$ cat src/rtl/sm83_pkg.sv
// Shared types and constants for the sm83 interrupt controller.
package sm83_pkg;

    localparam int         SM83_WORD_SIZE  = 8;
    localparam int         SM83_NUM_IRQS   = 5;
    localparam logic [7:0] SM83_VEC_BASE   = 8'h40;
    localparam int         SM83_VEC_STRIDE = 8;

    typedef logic [SM83_WORD_SIZE-1:0] word_t;
    typedef logic [SM83_NUM_IRQS-1:0]  irq_t;

    typedef enum logic [1:0] {
        IDLE     = 2'd0,
        DISPATCH = 2'd1,
        ACK      = 2'd2
    } irq_state_t;

endpackage

$ cat src/rtl/sm83_irq_prio.sv
// Fixed-priority encoder: lowest set index of pend wins.
module sm83_irq_prio
    import sm83_pkg::*;
#(
    parameter int N     = SM83_NUM_IRQS,
    parameter int IDX_W = 3
) (
    input  logic [N-1:0]     pend,
    output logic [IDX_W-1:0] idx,
    output logic             valid
);

    // Scanning downwards lets the lowest index overwrite any higher hit.
    always_comb begin
        idx   = '0;
        valid = 1'b0;
        for (int i = N - 1; i >= 0; i--) begin
            if (pend[i]) begin
                idx   = IDX_W'(i);
                valid = 1'b1;
            end
        end
    end

endmodule

$ cat src/rtl/sm83_irq_ctl.sv
// sm83 interrupt controller: IF/IE/IME, EI delay, dispatch sequencing, vector and acknowledge.
// Define SM83_IRQ_HALT_BUG_EN to add the halt_bug output.
//
// state    | meaning
// IDLE     | no dispatch in progress
// DISPATCH | control unit is pushing PC; waiting for vec_sample
// ACK      | vector latched, iack issued; return to IDLE next M-cycle
module sm83_irq_ctl
    import sm83_pkg::*;
#(
    parameter int                   WORD_SIZE = SM83_WORD_SIZE,
    parameter int                   NUM_IRQS  = SM83_NUM_IRQS,
    parameter logic [WORD_SIZE-1:0] VEC_BASE  = SM83_VEC_BASE
) (
    input  logic                 clk,
    input  logic                 n_reset,
    input  logic                 mcyc_end,
    input  logic [NUM_IRQS-1:0]  irq_in,
    input  logic                 reg_if_sel,
    input  logic                 reg_ie_sel,
    input  logic                 reg_we,
    input  logic [WORD_SIZE-1:0] reg_din,
    output logic [WORD_SIZE-1:0] reg_dout,
    input  logic                 ei,
    input  logic                 di,
    input  logic                 reti,
    input  logic                 instr_end,
    input  logic                 halted,
    input  logic                 dispatch_start,
    input  logic                 vec_sample,
    output logic                 int_req,
    output logic                 wake,
    output logic [WORD_SIZE-1:0] vec,
`ifdef SM83_IRQ_HALT_BUG_EN
    output logic                 halt_bug,
`endif
    output logic [NUM_IRQS-1:0]  iack
);

    localparam int IDX_W = (NUM_IRQS > 1) ? $clog2(NUM_IRQS) : 1;

    logic [NUM_IRQS-1:0]  irq_prev;
    logic [NUM_IRQS-1:0]  if_q;
    logic [WORD_SIZE-1:0] ie_q;
    logic                 ime;
    logic [1:0]           ei_cnt;
    irq_state_t           state;

    logic [NUM_IRQS-1:0]  set_mask;
    logic [NUM_IRQS-1:0]  pend;
    logic [NUM_IRQS-1:0]  ack_mask;
    logic [NUM_IRQS-1:0]  if_next;
    logic [IDX_W-1:0]     prio_idx;
    logic                 prio_valid;
    logic                 ack_fire;
    logic                 if_wr;
    logic                 ie_wr;
    logic [WORD_SIZE-1:0] vec_hit;

    assign set_mask = irq_in & ~irq_prev;
    assign pend     = if_q & ie_q[NUM_IRQS-1:0];
    assign wake     = |pend;
    assign int_req  = ime & wake;
    assign if_wr    = reg_we & mcyc_end & reg_if_sel;
    assign ie_wr    = reg_we & mcyc_end & reg_ie_sel;
    assign ack_fire = mcyc_end & vec_sample & (state == DISPATCH);
    assign ack_mask = (ack_fire && prio_valid) ? (NUM_IRQS'(1) << prio_idx) : '0;
    assign vec_hit  = VEC_BASE + WORD_SIZE'(SM83_VEC_STRIDE) * WORD_SIZE'(prio_idx);

    sm83_irq_prio #(
        .N     (NUM_IRQS),
        .IDX_W (IDX_W)
    ) u_prio (
        .pend  (pend),
        .idx   (prio_idx),
        .valid (prio_valid)
    );

    // Hardware set beats acknowledge clear, which beats a CPU write.
    always_comb begin
        if_next = if_q;
        if (if_wr) begin
            if_next = reg_din[NUM_IRQS-1:0];
        end
        if_next = (if_next & ~ack_mask) | set_mask;
    end

    always_comb begin
        reg_dout = '0;
        if (reg_if_sel) begin
            reg_dout                 = '1;
            reg_dout[NUM_IRQS-1:0]   = if_q;
        end else if (reg_ie_sel) begin
            reg_dout = ie_q;
        end
    end

    always_ff @(posedge clk) begin
        if (!n_reset) begin
            irq_prev <= '0;
            if_q     <= '0;
            ie_q     <= '0;
        end else begin
            irq_prev <= irq_in;
            if_q     <= if_next;
            if (ie_wr) begin
                ie_q <= reg_din;
            end
        end
    end

    // ei_cnt counts the opcode fetches left before IME rises after EI.
    always_ff @(posedge clk) begin
        if (!n_reset) begin
            ime    <= 1'b0;
            ei_cnt <= 2'd0;
        end else if (mcyc_end) begin
            if (di || ack_fire) begin
                ime    <= 1'b0;
                ei_cnt <= 2'd0;
            end else begin
                if (reti) begin
                    ime <= 1'b1;
                end
                if (ei) begin
                    ei_cnt <= 2'd2;
                end else if (ei_cnt != 2'd0 && instr_end) begin
                    ei_cnt <= ei_cnt - 2'd1;
                    if (ei_cnt == 2'd1) begin
                        ime <= 1'b1;
                    end
                end
            end
        end
    end

    always_ff @(posedge clk) begin
        if (!n_reset) begin
            state <= IDLE;
            vec   <= '0;
            iack  <= '0;
        end else begin
            iack <= ack_mask;
            if (mcyc_end) begin
                case (state)
                    IDLE: begin
                        if (dispatch_start && int_req) begin
                            state <= DISPATCH;
                        end
                    end
                    DISPATCH: begin
                        if (vec_sample) begin
                            state <= ACK;
                            vec   <= prio_valid ? vec_hit : '0;
                        end
                    end
                    ACK:     state <= IDLE;
                    default: state <= IDLE;
                endcase
            end
        end
    end

`ifdef SM83_IRQ_HALT_BUG_EN
    logic halted_prev;

    always_ff @(posedge clk) begin
        if (!n_reset) begin
            halted_prev <= 1'b0;
            halt_bug    <= 1'b0;
        end else if (mcyc_end) begin
            halted_prev <= halted;
            halt_bug    <= halted & ~halted_prev & ~ime & wake;
        end
    end
`else
    logic unused_halted;
    assign unused_halted = halted;
`endif

endmodule

$ cat config.mk
export PLATFORM = sky130hd
export DESIGN_NAME = sm83_irq_ctl
export DESIGN_NICKNAME = d
export VERILOG_FILES = /design/src/rtl/sm83_pkg.sv /design/src/rtl/sm83_irq_prio.sv /design/src/rtl/sm83_irq_ctl.sv
export SDC_FILE = /design/constraint.sdc
export NUM_CORES = 1
export LEC_CHECK = 0
export ABC_CLOCK_PERIOD_IN_PS = 3800
export CORE_UTILIZATION = 40
export CTS_BUF_LIST = sky130_fd_sc_hd__clkbuf_8 sky130_fd_sc_hd__clkbuf_16
export CTS_CLUSTER_SIZE = 20
export DETAILED_ROUTE_END_ITERATION = 8
export PLACE_DENSITY = 0.82
export REMOVE_ABC_BUFFERS = 1
export SETUP_SLACK_MARGIN = 0.15
export SLEW_MARGIN = 40
export SYNTH_ARGS = -nofsm -noshare
export SYNTH_HDL_FRONTEND = slang
export SYNTH_HIERARCHICAL = 1
export SYNTH_SLANG_ARGS = --single-unit
$ cat constraint.sdc
create_clock -name clk -period 3.8 [get_ports clk]
set_input_delay 0.76 -clock clk [delete_from_list [all_inputs] [get_ports clk]]
set_output_delay 0.76 -clock clk [all_outputs]
set_load 0.05 [all_outputs]
-- After elaboration in Yosys (flattened, before gate mapping)
Index checks and enable logic that the tools add are counted.
- add/subtract/negate cells: 2
- equal/unequal tests: 4
- shift-type cells: 1
- mux-type cells: 26
- bitwise operators: 12
- reduce and logical (&&, ||, !) cells: 11
- operators by type and width (cell ; count):
    $mux W8 ; 3
    $and A5 B5 Y5 ; 3
    $mux W3 ; 5
    $mux W1 ; 10
    $mux W2 ; 5
    $mux W5 ; 2
    $not A5 Y5 ; 2
    $add A7 B6 Y8 const A ; 1
    $and A1 B1 Y1 ; 6
    $reduce_and A3 Y1 ; 2
    $or A5 B5 Y5 ; 1
    $reduce_or A5 Y1 ; 1
    $shl A1 B3 Y5 const A ; 1
    $eq A2 B1 Y1 const B ; 2
    $ne A2 B2 Y1 const B ; 2
    $pmux W2 S2 ; 1
    $logic_and A1 B1 Y1 ; 3
    $reduce_bool A3 Y1 ; 1
    $logic_not A2 Y1 ; 1
    $reduce_and A2 Y1 ; 1
    $reduce_bool A2 Y1 ; 1
    $sub A2 B1 Y2 const B ; 1
    $logic_or A1 B1 Y1 ; 1
- bits in registers: 36
- output and inout bits: 23
- word-level logic and storage cells: 64

-- Logic depth before layout (Yosys ltp)
- depth after elaboration: 11
- mapped depth: 6

-- Hierarchy
The synthesis kept the hierarchy.
- by module, submodules not included (module ; instances ; cells an instance ; area an instance (µm²)):
    sm83_irq_ctl ; 1 ; 164 ; 1456.4
    sm83_irq_prio ; 1 ; 8 ; 48.8

-- Least setup slack after synthesis
No wires, ideal clock.
- path kind: in2out
- start point: in reg_if_sel
- end point: out reg_dout[3]
- data arrival time: 2058 ps
- required time: 3040 ps
- path slack: 982 ps
- stages on the path: 2
- path through: clkbuf_1 -> o21ai_0
- word-level cells in the longest chain between the ends: 1
- RTL lines (what ; line ; RTL):
    from (decl) ; sm83_irq_ctl.sv:19 ; input logic reg_if_sel,
    $mux W8 ; sm83_irq_ctl.sv:90 ; if (reg_if_sel) begin
    to (decl) ; sm83_irq_ctl.sv:23 ; output logic [WORD_SIZE-1:0] reg_dout,
No other way between the ends.

-- Worst setup path after layout
- start point: in reg_ie_sel
- end point: out reg_dout[0]
- word-level cells in the longest chain between the ends: 2
- RTL lines (what ; line ; RTL):
    from (decl) ; sm83_irq_ctl.sv:20 ; input logic reg_ie_sel,
    $mux W8 ; sm83_irq_ctl.sv:93 ; end else if (reg_ie_sel) begin
    $mux W8 ; sm83_irq_ctl.sv:90 ;
No other way between the ends.

==> flow_summary.json <==
{
  "outcome": "completed",
  "place_congestion": 0.7607,
  "finalCriticalPeriod_ns": 3.361,
  "most-common-layout-cells": "43 x clkdlybuf4s50_1, 32 x dfxtp_1, 18 x nand2_1, 13 x mux2i_1, 13 x nor2_1",
  "crit_path_end_kind": "primary output",
  "grt.overflow.total": 0,
  "synth_warnings": 6,
  "core_mm2": 0.003468,
  "final_util_pct": 58.62,
  "final_common_cell": "clkdlybuf4s50_1",
  "place_hpwl_um": 2422,
  "num_vias": 1357,
  "cp.arrival_ns": 2.60,
  "grt_pass1_wl_um": 5513,
  "io_buffers": 43,
  "die_h_um": 63.35,
  "start_kind": "input port",
  "worstSetupPathType": "in2out",
  "wl_met3_um": 175,
  "multi_input_comb_area_um2": 789.5,
  "wl_um": 3239,
  "path_max_fanout": 9,
  "first_pass_iters": 5,
  "drive_above_1_share_pct": 4.186,
  "ant_nets": 0,
  "antenna_found_initial": 0,
  "synth_edf_count": 0,
  "maxSlewViolCount": 0,
  "start_util_pct": 43.40,
  "worst_pin_slew_ns": 0.6803,
  "cts.htree.levels": 2,
  "fin_nets": 243,
  "cts_tree": "yes",
  "cp.required_ns": 3.04,
  "leakage_nw": 0.8269,
  "clkTransAtPathRegs_ns": 0.06,
  "ctsHoldBuffers": 0,
  "cts_buffer_depth": 2,
  "cts-resized-gates": 0,
  "async_reset_ff_share_pct": 0,
  "nFillCells": 331,
  "fmax_mhz": 297.5,
  "skew_ns": 0.006068,
  "met2_length_um": 1510,
  "ys_types": 39,
  "period_share_pct": 88.45,
  "clk_latency_ns": 0.29,
  "p_total_mw": 0.7282,
  "cts_sinks": 32,
  "cts_buffers": 5,
  "setup-tns-final_ns": 0,
  "setup_viol": 0,
  "synth_ff_type": "dfxtp_1",
  "area.growth.synth_to_final_pct": 35.08,
  "power.density_mw_per_mm2": 358.1,
  "via_per_inst": 5.199,
  "grt_pass1_vias": 1250,
  "rsz0062_at_grt": "no",
  "drt-met1-wl_um": 1506,
  "final-seq-area_um2": 640.6,
  "die_area_mm2": 0.004013,
  "grt_max_degree": 20,
  "io-pin-count": 49,
  "ir_drop_mv": 0.1895,
  "cts_root_buf": "clkbuf_8",
  "drt_iter0_markers": 67,
  "wl_per_cell_um": 12.41,
  "ys_seq_elements": 32,
  "drc": 0,
  "cts_setup_buffers": 0,
  "min_path_type": "reg2reg",
  "grt_use_total_pct": 17.56,
  "rows": 21,
  "die_w_um": 63.35,
  "cap_viol_max_count": 0,
  "num_antenna_cells": 0,
  "synthCells": 172,
  "top_layer": "met4",
  "syn_area_mm2": 0.001505,
  "hold_violations": 0,
  "reg2reg_slack_ns": 1.96,
  "maxSlewHeadroom_pct": 54.30,
  "syn_area_per_cell_um2": 8.751,
  "ys_seq_area_share_pct": 42.56
}
## power by group
part           internal (mW)  leakage (nW)  switching [mW]
logic                 0.0563         0.520          0.0742
registers              0.349         0.262         0.00943
clock network          0.121        0.0452           0.118
## area by class of cell
class / instances / share of cell area [%]
clock inverter: 2 / 0.4308
timing repair buffer: 45 / 21.91
tap: 46 / 2.831
multi-input combinational: 125 / 38.83
inverter: 6 / 1.108
clock buffer: 5 / 3.385
sequential: 32 / 31.51
## layer usage
layer,vias to the layer above,GRT usage [%]
met3,5,4.710
met5,-,0
met2,36,28.46
met1,636,21.96
li1,680,-
met4,0,6.818
## cells by family after synthesis
logic type      share of synthesized area [%]
buf+inv                                 5.735
simple gates                            25.10
compound gates                          16.04
mux                                     8.645
fa+ha+maj                               1.662
other cells                            0.2491
flops                                   42.56
## worst paths after layout
path,from,to,cells after the start
worst min register to register,vec[3]$_SDFFE_PN0P_,vec[3]$_SDFFE_PN0P_,2
worst min-delay path,vec[3]$_SDFFE_PN0P_,vec[3]$_SDFFE_PN0P_,2
worst max-delay path,reg_ie_sel,reg_dout[0],4
worst max register to register,if_q[2]$_SDFF_PN0_,if_q[2]$_SDFF_PN0_,6
## worst max-delay path: stages
cell and delay [ns]:
clkdlybuf4s50_1 0.66, nand2_1 0.10, o21ai_0 0.23, clkdlybuf4s50_1 0.85
## through the flow
stage / setup WS (ns) / instances / hold slack [ns] / area, um^2
floorplan: 1.154 / 163 / 0.4642 / 1453
global placement: 0.4946 / 254 / 0.4454 / 1956
detailed placement: 0.4750 / 254 / 0.4492 / 1956
CTS: 0.4752 / 261 / 0.4581 / 2033
global route: 0.3848 / 261 / 0.4706 / 2033
finish: 0.4390 / 261 / 0.4528 / 2033
## Yosys cell counts, types with 2 or more instances
cell	n	area, um^2
nand2_1	18	67.56
o31ai_1	4	30.03
nand3b_1	5	37.54
nand3_1	5	25.02
o32ai_1	2	17.52
a21o_1	3	22.52
and2_1	12	75.07
or3_1	2	12.51
mux2i_1	13	130.1
inv_1	5	18.77
nor3_1	2	10.01
buf_4	4	30.03
o21ai_0	12	60.06
nand2b_1	5	31.28
nor2_1	13	48.80
dfxtp_1	32	640.6
a21oi_1	6	30.03
nand4b_1	2	17.52
ha_1	2	25.02
clkbuf_1	5	18.77
buf_2	2	10.01
## flip-flops by register name, indices dropped and copies added, names as in the netlist
| signal | flops |
|---|---|
| ei_cnt | 2 |
| iack | 5 |
| ie_q | 8 |
| if_q | 5 |
| ime | 1 |
| irq_prev | 5 |
| state | 2 |
| vec | 4 |
Note: power is estimated with default switching activity, not from simulation.
